==> src/rtl/atomrvcore_ctrl_fsm.sv <==
// atomRVCORE multi-cycle control sequencer: fetch, classify, and step each
// RV32I instruction through EXEC/MEM/WB with memory and PC controls.
module atomrvcore_ctrl_fsm #(
    parameter int DATAWIDTH = 32
) (
    input  logic                 clk_i,
    input  logic                 rst_i,
    output logic                 imem_req_o,
    input  logic                 imem_valid_i,
    input  logic [DATAWIDTH-1:0] imem_rdata_i,
    output logic [DATAWIDTH-1:0] instr_o,
    output logic                 R_EN_o,
    output logic                 I_EN_o,
    output logic                 S_EN_o,
    output logic                 SB_EN_o,
    output logic                 U_EN_o,
    output logic                 UJ_EN_o,
    output logic                 DR_EN_o,
    output logic                 DWR_EN_o,
    input  logic                 dmem_ack_i,
    input  logic                 branch_taken_i,
    output logic                 reg_we_o,
    output logic                 pc_we_o,
    output logic [1:0]           pc_sel_o,
    output logic                 illegal_o,
    output logic [2:0]           state_o
);

    typedef enum logic [2:0] {
        FETCH  = 3'd0,
        DECODE = 3'd1,
        EXEC   = 3'd2,
        MEM    = 3'd3,
        WB     = 3'd4
    } state_t;

    localparam logic [6:0] OP_R     = 7'b0110011;
    localparam logic [6:0] OP_IMM   = 7'b0010011;
    localparam logic [6:0] OP_LOAD  = 7'b0000011;
    localparam logic [6:0] OP_JALR  = 7'b1100111;
    localparam logic [6:0] OP_STORE = 7'b0100011;
    localparam logic [6:0] OP_BR    = 7'b1100011;
    localparam logic [6:0] OP_LUI   = 7'b0110111;
    localparam logic [6:0] OP_AUIPC = 7'b0010111;
    localparam logic [6:0] OP_JAL   = 7'b1101111;

    state_t               state, state_n;
    logic [DATAWIDTH-1:0] instr;
    // Format enables in order {R, I, S, SB, U, UJ}.
    logic [5:0]           fmt, fmt_n, cls;
    logic                 req;
    logic                 is_load, is_jalr, rd_zero;

    assign is_load = (instr[6:0] == OP_LOAD);
    assign is_jalr = (instr[6:0] == OP_JALR);
    assign rd_zero = (instr[11:7] == 5'd0);

    always_comb begin
        cls = 6'b000000;
        case (instr[6:0])
            OP_R:                      cls = 6'b100000;
            OP_IMM, OP_LOAD, OP_JALR:  cls = 6'b010000;
            OP_STORE:                  cls = 6'b001000;
            OP_BR:                     cls = 6'b000100;
            OP_LUI, OP_AUIPC:          cls = 6'b000010;
            OP_JAL:                    cls = 6'b000001;
            default:                   cls = 6'b000000;
        endcase
    end

    always_ff @(posedge clk_i or posedge rst_i) begin
        if (rst_i) begin
            state <= FETCH;
            instr <= DATAWIDTH'(32'h0000_0013);
            fmt   <= 6'b000000;
        end else begin
            state <= state_n;
            fmt   <= fmt_n;
            if (state == FETCH && imem_valid_i)
                instr <= imem_rdata_i;
        end
    end

    always_comb begin
        state_n   = state;
        fmt_n     = fmt;
        req       = 1'b0;
        DR_EN_o   = 1'b0;
        DWR_EN_o  = 1'b0;
        reg_we_o  = 1'b0;
        pc_we_o   = 1'b0;
        pc_sel_o  = 2'b00;
        illegal_o = 1'b0;
        case (state)
            FETCH: begin
                req   = 1'b1;
                fmt_n = 6'b000000;
                if (imem_valid_i)
                    state_n = DECODE;
            end
            DECODE: begin
                if (cls != 6'b000000) begin
                    fmt_n   = cls;
                    state_n = EXEC;
                end else begin
                    illegal_o = 1'b1;
                    pc_we_o   = 1'b1;
                    state_n   = FETCH;
                end
            end
            EXEC: begin
                if (is_load || fmt[3]) begin
                    state_n = MEM;
                end else if (fmt[2]) begin
                    pc_we_o  = 1'b1;
                    pc_sel_o = branch_taken_i ? 2'b01 : 2'b00;
                    fmt_n    = 6'b000000;
                    state_n  = FETCH;
                end else begin
                    state_n = WB;
                end
            end
            MEM: begin
                DR_EN_o  = is_load;
                DWR_EN_o = ~is_load;
                if (dmem_ack_i) begin
                    if (is_load) begin
                        state_n = WB;
                    end else begin
                        // Stores retire straight from MEM on the ack cycle.
                        pc_we_o = 1'b1;
                        fmt_n   = 6'b000000;
                        state_n = FETCH;
                    end
                end
            end
            WB: begin
                reg_we_o = ~rd_zero;
                pc_we_o  = 1'b1;
                if (fmt[0])
                    pc_sel_o = 2'b01;
                else if (is_jalr)
                    pc_sel_o = 2'b10;
                fmt_n   = 6'b000000;
                state_n = FETCH;
            end
            default: begin
                fmt_n   = 6'b000000;
                state_n = FETCH;
            end
        endcase
    end

    assign imem_req_o = req & ~rst_i;
    assign instr_o    = instr;
    assign state_o    = state;
    assign {R_EN_o, I_EN_o, S_EN_o, SB_EN_o, U_EN_o, UJ_EN_o} = fmt;

endmodule

==> config.mk <==
export PLATFORM = sky130hd
export DESIGN_NAME = atomrvcore_ctrl_fsm
export DESIGN_NICKNAME = d
export VERILOG_FILES = /design/src/rtl/atomrvcore_ctrl_fsm.sv
export SDC_FILE = /design/constraint.sdc
export NUM_CORES = 1
export LEC_CHECK = 0
export BUFFER_PORTS_ARGS = -buffer_cell sky130_fd_sc_hd__buf_4
export CELL_PAD_IN_SITES_DETAIL_PLACEMENT = 1
export CELL_PAD_IN_SITES_GLOBAL_PLACEMENT = 1
export CORE_MARGIN = 1
export CORE_UTILIZATION = 28
export DETAILED_ROUTE_END_ITERATION = 8
export HOLD_SLACK_MARGIN = 0.1
export PLACE_DENSITY = 0.69
export SYNTH_ARGS = -nofsm -noshare
export SYNTH_HDL_FRONTEND = slang
export SYNTH_SLANG_ARGS = --single-unit
==> constraint.sdc <==
create_clock -name clk_i -period 2.2 [get_ports clk_i]
set_clock_uncertainty 0.05 [all_clocks]
set_input_delay 0.22 -clock clk_i [delete_from_list [all_inputs] [get_ports clk_i]]
set_output_delay 0.22 -clock clk_i [all_outputs]
set_load 0.02 [all_outputs]
==> out/qor.yml, run 1 <==
n_antenna_cell: 0
hold-worst-slack_ns: 0.107
fin_area_um2: 2990
drc: 12
dieArea_um2: 7140
start_kind: "flop"
critical_path_class: "reg2out"
cp.required_ns: 1.93
met1Wirelength_mm: 2.37
finalWorstSetupSlack_ns: 0.0308
ys_seq_area_share_pct: 54.0
min_period_ns: 2.17
cts_tree: "done"
drtPass1Iterations: 6
setup_viol: 0
hp-class: "in2reg"
clock_sinks: 41
worstMarginPinSlew_ns: 1.07
synthesis.nets: 194
status: "finished, violations left"
route.met2.wl_mm: 2.71
synth_edf_count: 0
crit_arrival_ns: 1.90
grt-ovfl-total: 0
num_io_pins: 86
place_ws_ns: 0.262
dpl_cell_area_um2: 2660
grt_pass1_vias: 1873
ys_seq_elements: 41
hold_viol: 0
slowest_stage: "or4_4"
max_stage_delay_ns: 0.56
path_clk_slew_ns: 0.08
cts_buffer_depth: 2
cap_viol_max_count: 0
grt_start_max_net_pins: 29
crit_fanout: 4
num_rows: 29
gp_congestion: 0.766
p_per_area_nw_per_um2: 762
fin_util_pct: 46.2
synthCells: 157
power_w: 0.00227
worst_setup_path_end_kind: "output pin"
top_layer_used: "met4"
final_cell_mix: "98 x buf_4, 36 x dfrtp_1, 32 x mux2_2, 19 x dlygate4sd3_1, 9 x nand3_1"
numCtsBuffers: 5
avgSynthCellArea_um2: 12.1
violations: "design-rule violations"
drive_gt1_share_pct: 54.4
relSlewSlack_pct: 28.5
ys.flop_type: "dfrtp_1"
synth_area_um2: 1910
max_freq_mhz: 461
clk_latency_ns: 0.29
antenna_found_initial: 0
die_h_um: 84.5
grt_pass1_wl_mm: 9.14
core-area_um2: 6460
io_buffers: 85
leakagePower_nw: 1.35
drt_iter0_drc: 58
async_reset_ff_share_pct: 100
hpwlAfterDp_mm: 3.92
synthDistinctLibCells: 42
met3_length_um: 399
final_nets: 310
viasPerCell: 4.86
fin_crit_sh_pct: 98.6
synth_warnings: 0
track_usage_pct: 16.1
dieWidth_um: 84.5
htreeDepth: 2
rsz0062_at_grt: "yes"
via_count: 1707
root_buffer: "clkbuf_8"
path_cells: "or4_4 -> or2_4 -> o211ai_1 -> nand3_1 -> buf_6"
drv_slew: 0
area_delta_synth_final_pct: 56.7
totalWireLength_mm: 5.54
avgRoutedWirePerCell_um: 15.8
start_util_pct: 29.5
final_common_cell: "buf_4"
peakVddDrop_v: 0.000441
ant_nets: 0
[state kept, by name (all words and copies together), names as in the netlist]
signal / count
instr_o: 32
fmt: 6
state_o: 3
[logic make-up (layout without fill, tap and decap cells)]
| kind of cell | Yosys count | in the layout | synth area share [%] |
|---|---|---|---|
| buffers and inverters | 17 | 134 | 4.46 |
| AOI/OAI and AO/OA | 22 | 22 | 8.67 |
| muxes | 32 | 32 | 18.9 |
| DFF | 41 | 41 | 54.0 |
| and+or+nand+nor | 45 | 45 | 13.9 |
[layer usage]
layer	vias to the layer above	GRT usage, %
li1	806	-
met1	838	19.9
met2	59	27.6
met3	4	4.92
met4	0	4.16
met5	-	0
[worst max-delay path: cells and delay by family, from the launching register on]
kind	cells	cell delay, ns
AOI/OAI and AO/OA	1	0.09
buffers and inverters	1	0.17
DFF	1	0.39
and+or+nand+nor	3	0.95
[path summary, 6_finish.rpt]
path | from | to | slack, ns | depth (start not counted)
hold reg to reg | instr_o[29]$_DFFE_PP0P_ | instr_o[29]$_DFFE_PP0P_ | 0.46 | 1
max in group asynchronous | rst_i | instr_o[26]$_DFFE_PP0P_ | 0.84 | 4
setup / recovery | instr_o[2]$_DFFE_PP0P_ | pc_we_o | 0.03 | 5
hold / removal | imem_rdata_i[29] | instr_o[29]$_DFFE_PP0P_ | 0.11 | 2
setup reg to reg | state_o[0]$_DFFE_PP0P_ | instr_o[2]$_DFFE_PP0P_ | 0.43 | 4
min in group asynchronous | rst_i | state_o[2]$_DFFE_PP0P_ | 0.57 | 3
[where the power goes]
group | switching (W) | internal [W] | leakage, nW
logic | 0.000392 | 0.000403 | 0.817
registers | 0.0000893 | 0.000883 | 0.492
clock network | 0.000283 | 0.000224 | 0.0374
total | 0.000764 | 0.00151 | 1.35
[synth_stat cells, types with 2 or more instances]
master / instances / area share, %
mux2_2: 32 / 19
nand2_1: 6 / 1.2
nand3_1: 9 / 2.4
o211ai_1: 5 / 2.0
o21ai_0: 2 / 0.53
nor4_1: 2 / 0.66
nor2_1: 6 / 1.2
buf_2: 2 / 0.53
and3_1: 2 / 0.66
buf_4: 3 / 1.2
nand4b_1: 2 / 0.92
a21oi_1: 3 / 0.79
clkbuf_1: 3 / 0.59
nor2b_1: 3 / 0.99
dfstp_2: 3 / 4.1
dfrtp_1: 38 / 50
nand2b_1: 2 / 0.66
nor3_1: 3 / 0.79
inv_1: 8 / 1.6
[metrics by stage]
step,TNS (ns),cells
detailed placement,0,319
finish,0,351
global route,-0.0357,351
floorplan,0,157
global placement,0,319
CTS,0,347
[area by class of cell]
cell class	instances	area [µm²]
clock buffer	6	72.6
clock inverter	2	15.0
fill	720	3470
inverter	8	30.0
multi-input combinational	99	802
sequential	41	1030
tap	77	96.3
timing repair buffer	118	937
[repair_timing]
item | CTS | global route
pin swaps | 0 | 1
resized for setup | 3 | 1
hold endpoints to repair | 40 | 2
setup buffers | 3 | 2
hold buffers | 17 | 2
setup endpoints to repair | 2 | 2
Power figures use the tool's default switching activity.
==> inputs of run 2 (changes only) <==
==> constraint.sdc (replaced) <==
create_clock -name clk_i -period 2.2 [get_ports clk_i]
set_clock_uncertainty 0.05 [all_clocks]
set_input_delay 0.22 -clock clk_i [delete_from_list [all_inputs] [get_ports clk_i]]
set_output_delay 0.22 -clock clk_i [all_outputs]
set_load 0.05 [all_outputs]
==> run 2 against run 1 <==
  * The run still ends with design-rule violations left
  * Flip-flop and latch count stayed put
  * Final area fell by 1.7%
  * Sequential share of layout area up 0.50 points
  * Setup slack got worse by 0.028 ns
  * Highest routed layer unchanged
==> out/qor.yml, run 2 (synthesis gave the netlist of run 1 again) <==
antenna_found_initial: 0  # unchanged
grt-ovfl-total: 0  # unchanged
worstMarginPinSlew_ns: 0.860  # was 1.07 ns
io_buffers: 85  # unchanged
final_cell_mix: "98 x buf_4, 38 x dfrtp_1, 32 x mux2_2, 8 x nand3_1, 7 x inv_1"  # was 98 x buf_4, 36 x dfrtp_1, 32 x mux2_2, 19 x dlygate4sd3_1, 9 x nand3_1
leakagePower_nw: 1.33  # was 1.35 nW
violations: "design-rule violations"  # unchanged
p_per_area_nw_per_um2: 921  # was 762 nW/µm²
drv_slew: 0  # unchanged
clock_sinks: 41  # unchanged
fin_util_pct: 45.4  # was 46.2%
start_kind: "flop"  # unchanged
combinationalPowerShare_pct: 40.8  # was 34.9%
p_clk_share_pct: 23.5  # was 22.3%
final_cell_count_no_fill: 338  # was 351
p_int_w: 0.00165  # was 0.00151 W
cp.required_ns: 1.93  # about the same
htreeDepth: 2  # unchanged
status: "finished, violations left"  # unchanged
drive_gt1_share_pct: 59.4  # was 54.4%
crit_fanout: 3  # was 4
place_inst: 321  # was 319
path_clk_slew_ns: 0.08  # about the same
rsz0062_at_grt: "yes"  # unchanged
num_io_pins: 86  # unchanged
area_delta_synth_final_pct: 54.0  # was 56.7%
grt_pass1_vias: 1776  # was 1873
cap_viol_max_count: 0  # unchanged
dieWidth_um: 84.5  # unchanged
power_w: 0.00270  # was 0.00227 W
crit_arrival_ns: 1.93  # was 1.90 ns
final_common_cell: "buf_4"  # unchanged
n_antenna_cell: 0  # unchanged
grt_start_max_net_pins: 33  # was 29
worst_setup_path_end_kind: "output pin"  # unchanged
final_nets: 297  # was 310
peakVddDrop_v: 0.000486  # was 0.000441 V
numCtsBuffers: 5  # unchanged
relSlewSlack_pct: 42.3  # was 28.5%
track_usage_pct: 15.7  # was 16.1%
root_buffer: "clkbuf_8"  # unchanged
avgRoutedWirePerCell_um: 16.2  # was 15.8 µm
seqPwrFrac_pct: 35.7  # was 42.8%
die_h_um: 84.5  # unchanged
setup_viol: 0  # unchanged
cts_tree: "done"  # unchanged
via_count: 1640  # was 1707
viasPerCell: 4.85  # was 4.86
clk_latency_ns: 0.29  # about the same
cts_buffer_depth: 2  # unchanged
critical_path_class: "reg2out"  # unchanged
hpwlAfterDp_mm: 4.09  # was 3.92 mm
gp_congestion: 0.724  # was 0.766
hp-class: "in2reg"  # unchanged
power_switching_w: 0.00105  # was 0.000764 W
grt_pass1_wl_mm: 8.78  # was 9.14 mm
fin_crit_sh_pct: 99.9  # was 98.6%
drc: 3  # was 12
core-area_um2: 6460  # unchanged
ant_nets: 0  # unchanged
hold_viol: 0  # unchanged
start_util_pct: 29.5  # unchanged
dieArea_um2: 7140  # unchanged
num_rows: 29  # unchanged
drt_iter0_drc: 52  # was 58
largest_reg_flops: 32  # unchanged
hold-worst-slack_ns: 0.109  # was 0.107 ns
drtPass1Iterations: 6  # unchanged
min_period_ns: 2.20  # was 2.17 ns
p_sw_share_pct: 38.8  # was 33.6%
max_freq_mhz: 455  # was 461 MHz
totalWireLength_mm: 5.48  # was 5.54 mm
-- run 2: cell count changes in the layout (fill, tap and decap cells not counted), sizes merged --
cell	previous run	this run
clkbuf	6	7
bufinv	0	1
buf	99	100
clkinvlp	2	0
dlygate4sd3	19	5
-- run 2: final timing paths --
| kind | start | to | slack (ns) | cells past startpoint |
|---|---|---|---|---|
| worst max-delay path | instr_o[2]$_DFFE_PP0P_ | pc_we_o | 0.003 | 5 |
| worst max register to register | instr_o[2]$_DFFE_PP0P_ | state_o[1]$_DFFE_PP0P_ | 0.35 | 5 |
| min in group asynchronous | rst_i | fmt[1]$_DFFE_PP0P_ | 0.52 | 3 |
| worst min register to register | instr_o[21]$_DFFE_PP0P_ | instr_o[21]$_DFFE_PP0P_ | 0.47 | 1 |
| worst min-delay path | imem_rdata_i[8] | instr_o[8]$_DFFE_PP0P_ | 0.11 | 2 |
| max in group asynchronous | rst_i | instr_o[0]$_DFFE_PP1P_ | 0.91 | 4 |
-- run 2: what timing repair did --
| action | in CTS | in global routing |
|---|---|---|
| resized for setup | 3 | 2 |
| endpoints found under the setup margin | 2 | 4 |
| hold endpoints to repair | 23 | 1 |
| pin swaps | 1 | 5 |
| hold buffers | 4 | 1 |
| buffers inserted | 0 | 4 |
-- run 2: worst max-delay path, cell delays in order, from the launching register on --
cell      delay (ns)
dfrtp_1         0.39
or4_4           0.57
or2_4           0.28
o211ai_1        0.14
nand3_4         0.10
buf_8           0.16
-- run 2: layout make-up --
class                   instances  area [µm²]
flip-flops and latches         41        1030
clock buffers                   7        86.3
fillers                       724        3520
multi-input cells              99         842
repair buffers                105         821
inverters                       8        30.0
clock inverters                 1        30.0
well taps                      77        96.3
-- run 2: routing by layer --
metal / global-route usage [%] / share of wire [%] / up-vias
met5: 0 / 0 / -
met1: 19.4 / 44 / 808
met2: 26.0 / 48 / 58
li1: - / - / 768
met3: 5.80 / 7.8 / 6
met4: 3.70 / 0.77 / 0
-- run 2: stage by stage --
step	area, µm²	setup TNS (ns)	setup slack (ns)
floorplan	1940	-0.116	-0.0905
global placement	2720	0	0.285
detailed placement	2720	0	0.263
CTS	2890	-0.0364	-0.0364
global route	2940	-0.0452	-0.0446
finish	2940	0	0.00268
-- run 2: power groups by stage --
| stage | Clock [W] | Combinational [W] | Sequential, W |
|---|---|---|---|
| detailed placement | 0 | 0.00108 | 0.000982 |
| finish | 0.000636 | 0.00110 | 0.000966 |
| CTS | 0.000649 | 0.00109 | 0.000968 |
| floorplan | 0 | 0.000292 | 0.00141 |
| global route | 0.000673 | 0.00116 | 0.000987 |
| global placement | 0 | 0.00107 | 0.000974 |
